## src/rtl/srt_div_sched_pkg.sv

```systemverilog
// Shared definitions for the SRT divider scheduler: FSM encoding, response codes
// and the divisor screening rule of the shared core.
package srt_div_sched_pkg;

  localparam logic [2:0] S_IDLE    = 3'd0;
  localparam logic [2:0] S_CLR     = 3'd1;
  localparam logic [2:0] S_LAUNCH  = 3'd2;
  localparam logic [2:0] S_WAIT    = 3'd3;
  localparam logic [2:0] S_CAPTURE = 3'd4;
  localparam logic [2:0] S_RESP    = 3'd5;

  localparam logic [1:0] RSP_OK    = 2'b00;
  localparam logic [1:0] RSP_DIV0  = 2'b01;
  localparam logic [1:0] RSP_RANGE = 2'b10;

  localparam logic [7:0] D_MIN = 8'd64;
  localparam logic [7:0] D_MAX = 8'd128;

  typedef struct packed {
    logic [7:0] q;
    logic [7:0] r;
    logic [1:0] err;
  } rsp_t;

  // The core only handles normalised divisors, D[7:3] in 01000..10000.
  function automatic logic [1:0] screen_d(input logic [7:0] d);
    if (d == 8'd0)
      return RSP_DIV0;
    else if (d < D_MIN || d > D_MAX)
      return RSP_RANGE;
    else
      return RSP_OK;
  endfunction

endpackage

```

## src/rtl/srt_div_sched_rr_arbiter.sv

```systemverilog
// Combinational round-robin arbiter: picks the first valid requester at or
// after the pointer, wrapping around.
module rr_arbiter #(
  parameter int NREQ = 4,
  parameter int IDW  = 2
) (
  input  logic [NREQ-1:0] i_valid,
  input  logic [IDW-1:0]  i_ptr,
  output logic [NREQ-1:0] o_grant,
  output logic [IDW-1:0]  o_idx,
  output logic            o_any
);

  int             w_sum;
  logic [IDW-1:0] w_j;

  always_comb begin
    o_grant = '0;
    o_idx   = '0;
    o_any   = 1'b0;
    w_sum   = 0;
    w_j     = '0;
    for (int k = 0; k < NREQ; k++) begin
      w_sum = int'(i_ptr) + k;
      if (w_sum >= NREQ)
        w_sum = w_sum - NREQ;
      w_j = IDW'(w_sum);
      if (!o_any && i_valid[w_j]) begin
        o_any      = 1'b1;
        o_grant[w_j] = 1'b1;
        o_idx      = w_j;
      end
    end
  end

endmodule

```

## src/rtl/srt_div_sched.sv

```systemverilog
// Shares one radix-4 SRT divider core among NREQ requesters: round-robin grant,
// divisor screening, per-operation core re-arm and fixed-latency capture.
module srt_div_sched
  import srt_div_sched_pkg::*;
#(
  parameter int NREQ    = 4,
  parameter int DIV_LAT = 7,
  parameter int IDW     = 2
) (
  input  logic              clk,
  input  logic              resetn,
  input  logic [NREQ-1:0]   i_req_valid,
  output logic [NREQ-1:0]   o_req_ready,
  input  logic [8*NREQ-1:0] i_req_n,
  input  logic [8*NREQ-1:0] i_req_d,
  output logic              o_rsp_valid,
  input  logic              i_rsp_ready,
  output logic [IDW-1:0]    o_rsp_id,
  output logic [7:0]        o_rsp_q,
  output logic [7:0]        o_rsp_r,
  output logic [1:0]        o_rsp_err,
  output logic              o_div_resetn,
  output logic              o_div_enable,
  output logic [7:0]        o_div_n,
  output logic [7:0]        o_div_d,
  input  logic [7:0]        i_div_q,
  input  logic [7:0]        i_div_r,
  output logic              o_busy
);

  localparam int CW = $clog2(DIV_LAT) + 1;

  logic [2:0]     r_state;
  logic [IDW-1:0] r_ptr;
  logic [IDW-1:0] r_id;
  logic [7:0]     r_n;
  logic [7:0]     r_d;
  logic [CW-1:0]  r_cnt;
  rsp_t           r_rsp;

  logic [NREQ-1:0] w_grant;
  logic [IDW-1:0]  w_idx;
  logic            w_any;
  logic [7:0]      w_sel_n;
  logic [7:0]      w_sel_d;
  logic [1:0]      w_screen;

  rr_arbiter #(
    .NREQ (NREQ),
    .IDW  (IDW)
  ) u_arb (
    .i_valid (i_req_valid),
    .i_ptr   (r_ptr),
    .o_grant (w_grant),
    .o_idx   (w_idx),
    .o_any   (w_any)
  );

  assign w_sel_n  = i_req_n[8*w_idx +: 8];
  assign w_sel_d  = i_req_d[8*w_idx +: 8];
  assign w_screen = screen_d(w_sel_d);

  always_ff @(posedge clk) begin
    if (!resetn) begin
      r_state <= S_IDLE;
      r_ptr   <= '0;
      r_id    <= '0;
      r_n     <= '0;
      r_d     <= '0;
      r_cnt   <= '0;
      r_rsp   <= '0;
    end else begin
      case (r_state)
        S_IDLE: begin
          if (w_any) begin
            r_ptr <= (w_idx == IDW'(NREQ-1)) ? '0 : w_idx + 1'b1;
            r_id  <= w_idx;
            case (w_screen)
              RSP_DIV0: begin
                r_rsp   <= '{q: 8'hFF, r: w_sel_n, err: RSP_DIV0};
                r_state <= S_RESP;
              end
              RSP_RANGE: begin
                r_rsp   <= '{q: 8'h00, r: 8'h00, err: RSP_RANGE};
                r_state <= S_RESP;
              end
              default: begin
                r_n     <= w_sel_n;
                r_d     <= w_sel_d;
                r_state <= S_CLR;
              end
            endcase
          end
        end
        // The LAUNCH cycle counts as the first latency cycle.
        S_CLR: begin
          r_cnt   <= CW'(DIV_LAT - 1);
          r_state <= S_LAUNCH;
        end
        S_LAUNCH: begin
          if (r_cnt != '0)
            r_cnt <= r_cnt - 1'b1;
          r_state <= S_WAIT;
        end
        S_WAIT: begin
          if (r_cnt == '0)
            r_state <= S_CAPTURE;
          else
            r_cnt <= r_cnt - 1'b1;
        end
        S_CAPTURE: begin
          r_rsp   <= '{q: i_div_q, r: i_div_r, err: RSP_OK};
          r_state <= S_RESP;
        end
        S_RESP: begin
          if (i_rsp_ready)
            r_state <= S_IDLE;
        end
        default: r_state <= S_IDLE;
      endcase
    end
  end

  // Control outputs are qualified by resetn so the core is held in reset and
  // any pending response vanishes as soon as reset is asserted.
  assign o_req_ready  = (resetn && r_state == S_IDLE) ? w_grant : '0;
  assign o_rsp_valid  = resetn && (r_state == S_RESP);
  assign o_busy       = resetn && (r_state != S_IDLE);
  assign o_div_resetn = resetn && (r_state != S_CLR);
  assign o_div_enable = resetn && (r_state == S_LAUNCH);
  assign o_div_n      = r_n;
  assign o_div_d      = r_d;
  assign o_rsp_id     = r_id;
  assign o_rsp_q      = r_rsp.q;
  assign o_rsp_r      = r_rsp.r;
  assign o_rsp_err    = r_rsp.err;

endmodule

```

## config.mk

```make
export PLATFORM = sky130hd
export DESIGN_NAME = srt_div_sched
export DESIGN_NICKNAME = d
export VERILOG_FILES = /design/src/rtl/srt_div_sched_pkg.sv /design/src/rtl/srt_div_sched_rr_arbiter.sv /design/src/rtl/srt_div_sched.sv
export SDC_FILE = /design/constraint.sdc
export NUM_CORES = 1
export LEC_CHECK = 0
export CELL_PAD_IN_SITES_DETAIL_PLACEMENT = 2
export CELL_PAD_IN_SITES_GLOBAL_PLACEMENT = 2
export CORE_MARGIN = 2
export CORE_UTILIZATION = 21
export CTS_CLUSTER_SIZE = 10
export DETAILED_ROUTE_END_ITERATION = 8
export PLACE_DENSITY = 0.78
export SYNTH_ARGS = -nofsm -noshare
export SYNTH_HDL_FRONTEND = slang
export SYNTH_SLANG_ARGS = --single-unit
```

## constraint.sdc

```tcl
create_clock -name clk -period 3.85 [get_ports clk]
set_clock_uncertainty 0.15 [all_clocks]
set_input_delay 0.9625 -clock clk [delete_from_list [all_inputs] [get_ports clk]]
set_output_delay 0.9625 -clock clk [all_outputs]
set_load 0.01 [all_outputs]
```

==> summary.txt, run 1 <==
layout cells sized above 1 - 16.1%
Net count, final - 672
clk root buf - clkbuf_16
CP endpoint kind - output pin
number of synthesis warnings - 0
met2 WL post-DR - 7090 um
CTS tree - built
Power Total - 4.64 mW
CP startpoint kind - input pin
Synth Instances - 420
CTS max path bufs - 2
# IOs - 131
Post-Place Cells - 744
DP Wirelength - 10500 um
Antenna diodes - 0
CTS H-Tree Depth - 2
period utilization - 97.9%
routed metal-1 wire length - 5850 um
syn_area_per_cell - 7.44 um2
count of cell types in the netlist - 54
Core Util, Final - 36.1%
number of fill cells - 1664
Vias - 3760
P&R area growth vs syn - 67.9%
GP Congestion - 0.820
Worst EP required - 2.74 ns
clock sink total - 45
top_reg_cell synth - dfxtp_1
status - complete, no violations
final hold violation count - 0
hold_ws - 0.310 ns
top sig layer - met4
Max-slew headroom - 60.8%
Initial Utilization - 21.5%
antenna-violating nets left - 0
most common cell after layout, fill and taps aside - clkdlybuf4s50_1
clk slew on worst S/H paths - 0.06 ns
vias in the first global route - 4033
Syn Nets - 515
commonest cells after routing, fill and taps aside - 122 x clkdlybuf4s50_1, 91 x nand2_1, 45 x dfxtp_1, 42 x buf_4, 29 x a21oi_1
maxcap violations - 0
pin count of the biggest net entering global routing - 36
Rows - 44
Wirelength per Cell - 17.9 um
worst hold path class - register to register
met3 WL post-DR - 507 um
Seq/Total Area, Yosys - 28.8%
Max Clock Freq - 0.265 GHz
number of flops mapped to enable cells by yosys - 0
Worst Tran Pin Value - 0.585 ns
multi-input logic area - 2210 um2
P_leak - 1.98 nW
share of synthesized registers carrying an async set or reset - 0%
DIE HEIGHT - 126 um
first-pass GRT wire length - 21300 um
gr ovfl total - 0
P per Cell Area - 885 nW/um2
TritonCTS buffer count - 5
initial antenna violation count - 0
# DRC - 0
worst-path maximum fanout - 7
#FFs+latches synth - 45
post-synthesis cell area - 3120 um2
IO buf count - 130
drt pass-1 iters - 4
Initial DRC Count - 81
peak supply drop - 290 uV
Final setup viols - 0
non-filler cells, final - 762
total global-route track usage - 16.3%
final slew viol count - 0
fin crit period - 3.77 ns
DR vias/cell - 4.93
core box area - 14500 um2
CP Class - input pin to output pin
die width - 126 um
Die Footprint - 15900 um2
setup TNS - 0 ns
final WL - 13600 um
FF/Latch Area - 901 um2
worst skew pair latency - 0.28 ns
crit path DAT - 2.66 ns
report_power, final:
part | switching, mW | internal [mW] | total (mW)
sequential | 0.153 | 0.661 | 0.814
combinational | 1.76 | 1.57 | 3.33
clock | 0.189 | 0.307 | 0.497
total | 2.10 | 2.54 | 4.64
flip-flops by register name, indices dropped and copies added (netlist names):
signal     flops
o_rsp_q        8
o_div_d        8
o_rsp_err      2
r_state        3
r_cnt          4
o_div_n        8
o_rsp_r        8
o_rsp_id       2
r_ptr          2
per-stage QoR:
stage | setup WS (ns) | instance area [um2]
detailed placement | -0.593 | 4820
floorplan | 0.0597 | 3120
global route | -0.0534 | 5240
CTS | 0.0157 | 5110
finish | 0.0820 | 5240
global placement | -0.439 | 4820
Yosys cell counts, types with 4 or more instances:
library cell / count / area (um2)
nor2b_1: 8 / 50.1
a221oi_1: 4 / 35.0
clkbuf_1: 19 / 71.3
buf_6: 5 / 56.3
a21oi_1: 29 / 145
or3_1: 9 / 56.3
a22oi_1: 4 / 30.0
nand4_1: 14 / 87.6
nand2_1: 92 / 345
a31oi_1: 11 / 68.8
ha_1: 8 / 100
inv_1: 10 / 37.5
or4_1: 8 / 60.1
o21ai_0: 31 / 155
nor2_1: 26 / 97.6
nand3_1: 11 / 55.1
mux2i_1: 18 / 180
dfxtp_1: 45 / 901
mux4_2: 4 / 90.1
nand2b_1: 5 / 31.3
nor3_1: 7 / 35.0
nor4_1: 5 / 31.3
per-layer routing:
| layer | global-route usage, % | vias up |
|---|---|---|
| li1 | - | 1822 |
| met4 | 3.56 | 0 |
| met2 | 29.9 | 99 |
| met1 | 20.3 | 1827 |
| met5 | 0 | - |
| met3 | 2.46 | 12 |
worst max-delay path: stages:
cell and delay (ns):
buf_2 0.14, mux4_2 0.53, nor2b_4 0.19, a22oi_1 0.19
nor2_1 0.07, a221oi_1 0.21, nor2_1 0.07, dlygate4sd2_1 0.29
final timing paths:
kind / cells after the start / start / slack, ns / to
worst max-delay path: 8 / i_req_valid[1] / 0.08 / o_req_ready[0]
worst min-delay path: 2 / o_rsp_id[1]$_SDFFE_PN0P_ / 0.31 / o_rsp_id[1]$_SDFFE_PN0P_
worst min register to register: 2 / o_rsp_id[1]$_SDFFE_PN0P_ / 0.31 / o_rsp_id[1]$_SDFFE_PN0P_
worst max register to register: 16 / r_ptr[0]$_SDFFE_PN0P_ / 0.12 / o_div_n[0]$_SDFFE_PN0P_
cells by family (layout without fill, tap and decap cells):
logic type               count (synthesis)  count (layout)  synth area share (%)
multiplexers                            25              25                  9.82
XOR/XNOR                                 3               3                 0.841
AO/OA/AOI/OAI                          105             106                  21.1
AND/OR/NAND/NOR                        195             195                  30.1
flip-flops                              45              45                  28.8
adder cells (fa/ha/maj)                  8               8                  3.21
buffers and inverters                   39             196                  6.13
area by class of cell:
type | count | share of cell area (%)
inverters | 10 | 0.716
clock buffers | 5 | 2.39
well taps | 184 | 4.39
repair buffers | 178 | 32.2
clock inverters | 3 | 0.883
multi-input cells | 337 | 42.2
flip-flops and latches | 45 | 17.2
timing repair:
item,in CTS,in global routing
buffers inserted,4,4
setup endpoints to repair,34,31
pin swaps,4,6
cloned,1,1
gates resized for setup,31,28
hold buffers,0,0
Power figures use the tool's default switching activity.
==> run 2: changes to the inputs <==
- MAX_ROUTING_LAYER: not set -> met4
==> summary.txt, run 2 (synthesized netlist as in run 1, its figures left out) <==
CTS max path bufs - 2
peak supply drop - 290 uV
CP endpoint kind - output pin
first-pass GRT wire length - 21400 um
commonest cells after routing, fill and taps aside - 122 x clkdlybuf4s50_1, 91 x nand2_1, 45 x dfxtp_1, 42 x buf_4, 29 x a21oi_1
most common cell after layout, fill and taps aside - clkdlybuf4s50_1
Max-slew headroom - 60.8%
drt pass-1 iters - 5
Post-Place Cells - 744
initial antenna violation count - 0
Core Util, Final - 36.1%
DP Wirelength - 10500 um
post-place setup slack - -0.593 ns
Initial DRC Count - 102
core box area - 14500 um2
vias in the first global route - 4020
Final setup viols - 0
IO buf count - 130
gr ovfl total - 0
final WL - 13700 um
maxcap violations - 0
Worst EP required - 2.74 ns
layout cells sized above 1 - 16.1%
# DRC - 0
die width - 126 um
DIE HEIGHT - 126 um
clk slew on worst S/H paths - 0.06 ns
CP Class - input pin to output pin
Net count, final - 672
fin crit period - 3.82 ns
clk root buf - clkbuf_16
worst skew pair latency - 0.29 ns
worst hold path class - register to register
number of fill cells - 1664
# IOs - 131
period utilization - 99.2%
crit path DAT - 2.71 ns
CP startpoint kind - input pin
antenna-violating nets left - 0
Vias - 3763
final slew viol count - 0
P per Cell Area - 885 nW/um2
final hold violation count - 0
total global-route track usage - 16.9%
Initial Utilization - 21.5%
Die Footprint - 15900 um2
CTS tree - built
P_leak - 1.98 nW
status - complete, no violations
Worst Tran Pin Value - 0.584 ns
Antenna diodes - 0
clock sink total - 45
DR vias/cell - 4.94
Wirelength per Cell - 17.9 um
TritonCTS buffer count - 5
pin count of the biggest net entering global routing - 36
non-filler cells, final - 762
CTS H-Tree Depth - 2
Max Clock Freq - 0.262 GHz
Rows - 44
worst-path maximum fanout - 7
P&R area growth vs syn - 67.9%
GP Congestion - 0.833
setup slack after layout - 0.0322 ns
[run 2: cell counts in the layout (fill, tap and decap cells not counted)]
No cell type changed its count.
[run 2: per-layer routing]
metal  vias to the layer above  share of wire [%]  global-route usage (%)
li1                       1819                  -                       -
met1                      1829                 44                    20.7
met2                        99                 52                    29.9
met3                        16                2.9                    1.95
met4                         0                1.3                    3.56
met5                         -                  0                       -
[run 2: final timing paths]
path / from / endpoint / slack, ns / cells past startpoint
worst max-delay path: i_req_valid[1] / o_req_ready[0] / 0.03 / 8
worst min-delay path: o_rsp_id[1]$_SDFFE_PN0P_ / o_rsp_id[1]$_SDFFE_PN0P_ / 0.31 / 2
worst max register to register: r_ptr[0]$_SDFFE_PN0P_ / o_div_n[0]$_SDFFE_PN0P_ / 0.13 / 16
worst min register to register: o_rsp_id[1]$_SDFFE_PN0P_ / o_rsp_id[1]$_SDFFE_PN0P_ / 0.31 / 2
[run 2: what timing repair did]
action / CTS / global route
gates resized for setup: 31 / 28
pin swaps: 4 / 5
hold buffers: 0 / 0
setup buffers: 4 / 4
gates cloned: 1 / 1
setup endpoints to repair: 34 / 31
[run 2: through the flow]
step / hold slack (ns) / total power, mW / setup TNS, ns / instance area [um2]
final: 0.310 / 4.64 / 0 / 5240
after global routing: 0.321 / 4.99 / -0.214 / 5240
after CTS: 0.310 / 4.42 / 0 / 5110
after detailed placement: 0.300 / 3.74 / -17.63 / 4820
after global placement: 0.296 / 3.60 / -11.24 / 4820
after floorplan: 0.323 / 2.48 / 0 / 3120
[run 2: cell type report]
class                      instances  area [um2]  area share, %
timing repair buffer             178        1690           32.2
clock buffer                       5         125           2.39
tap                              184         230           4.39
clock inverter                     3        46.3          0.883
sequential                        45         901           17.2
multi-input combinational        337        2210           42.2
inverter                          10        37.5          0.716
[run 2: where the power goes]
group	internal [mW]	leakage, nW	switching (mW)
registers	0.661	0.368	0.153
clock network	0.308	0.0800	0.194
logic	1.57	1.53	1.76
[run 2: worst max-delay path, stage by stage]
cell and delay (ns):
buf_2 0.14, mux4_2 0.53, nor2b_4 0.18, a22oi_1 0.24, nor2_1 0.08, a221oi_1 0.22
nor2_1 0.07, dlygate4sd2_1 0.29
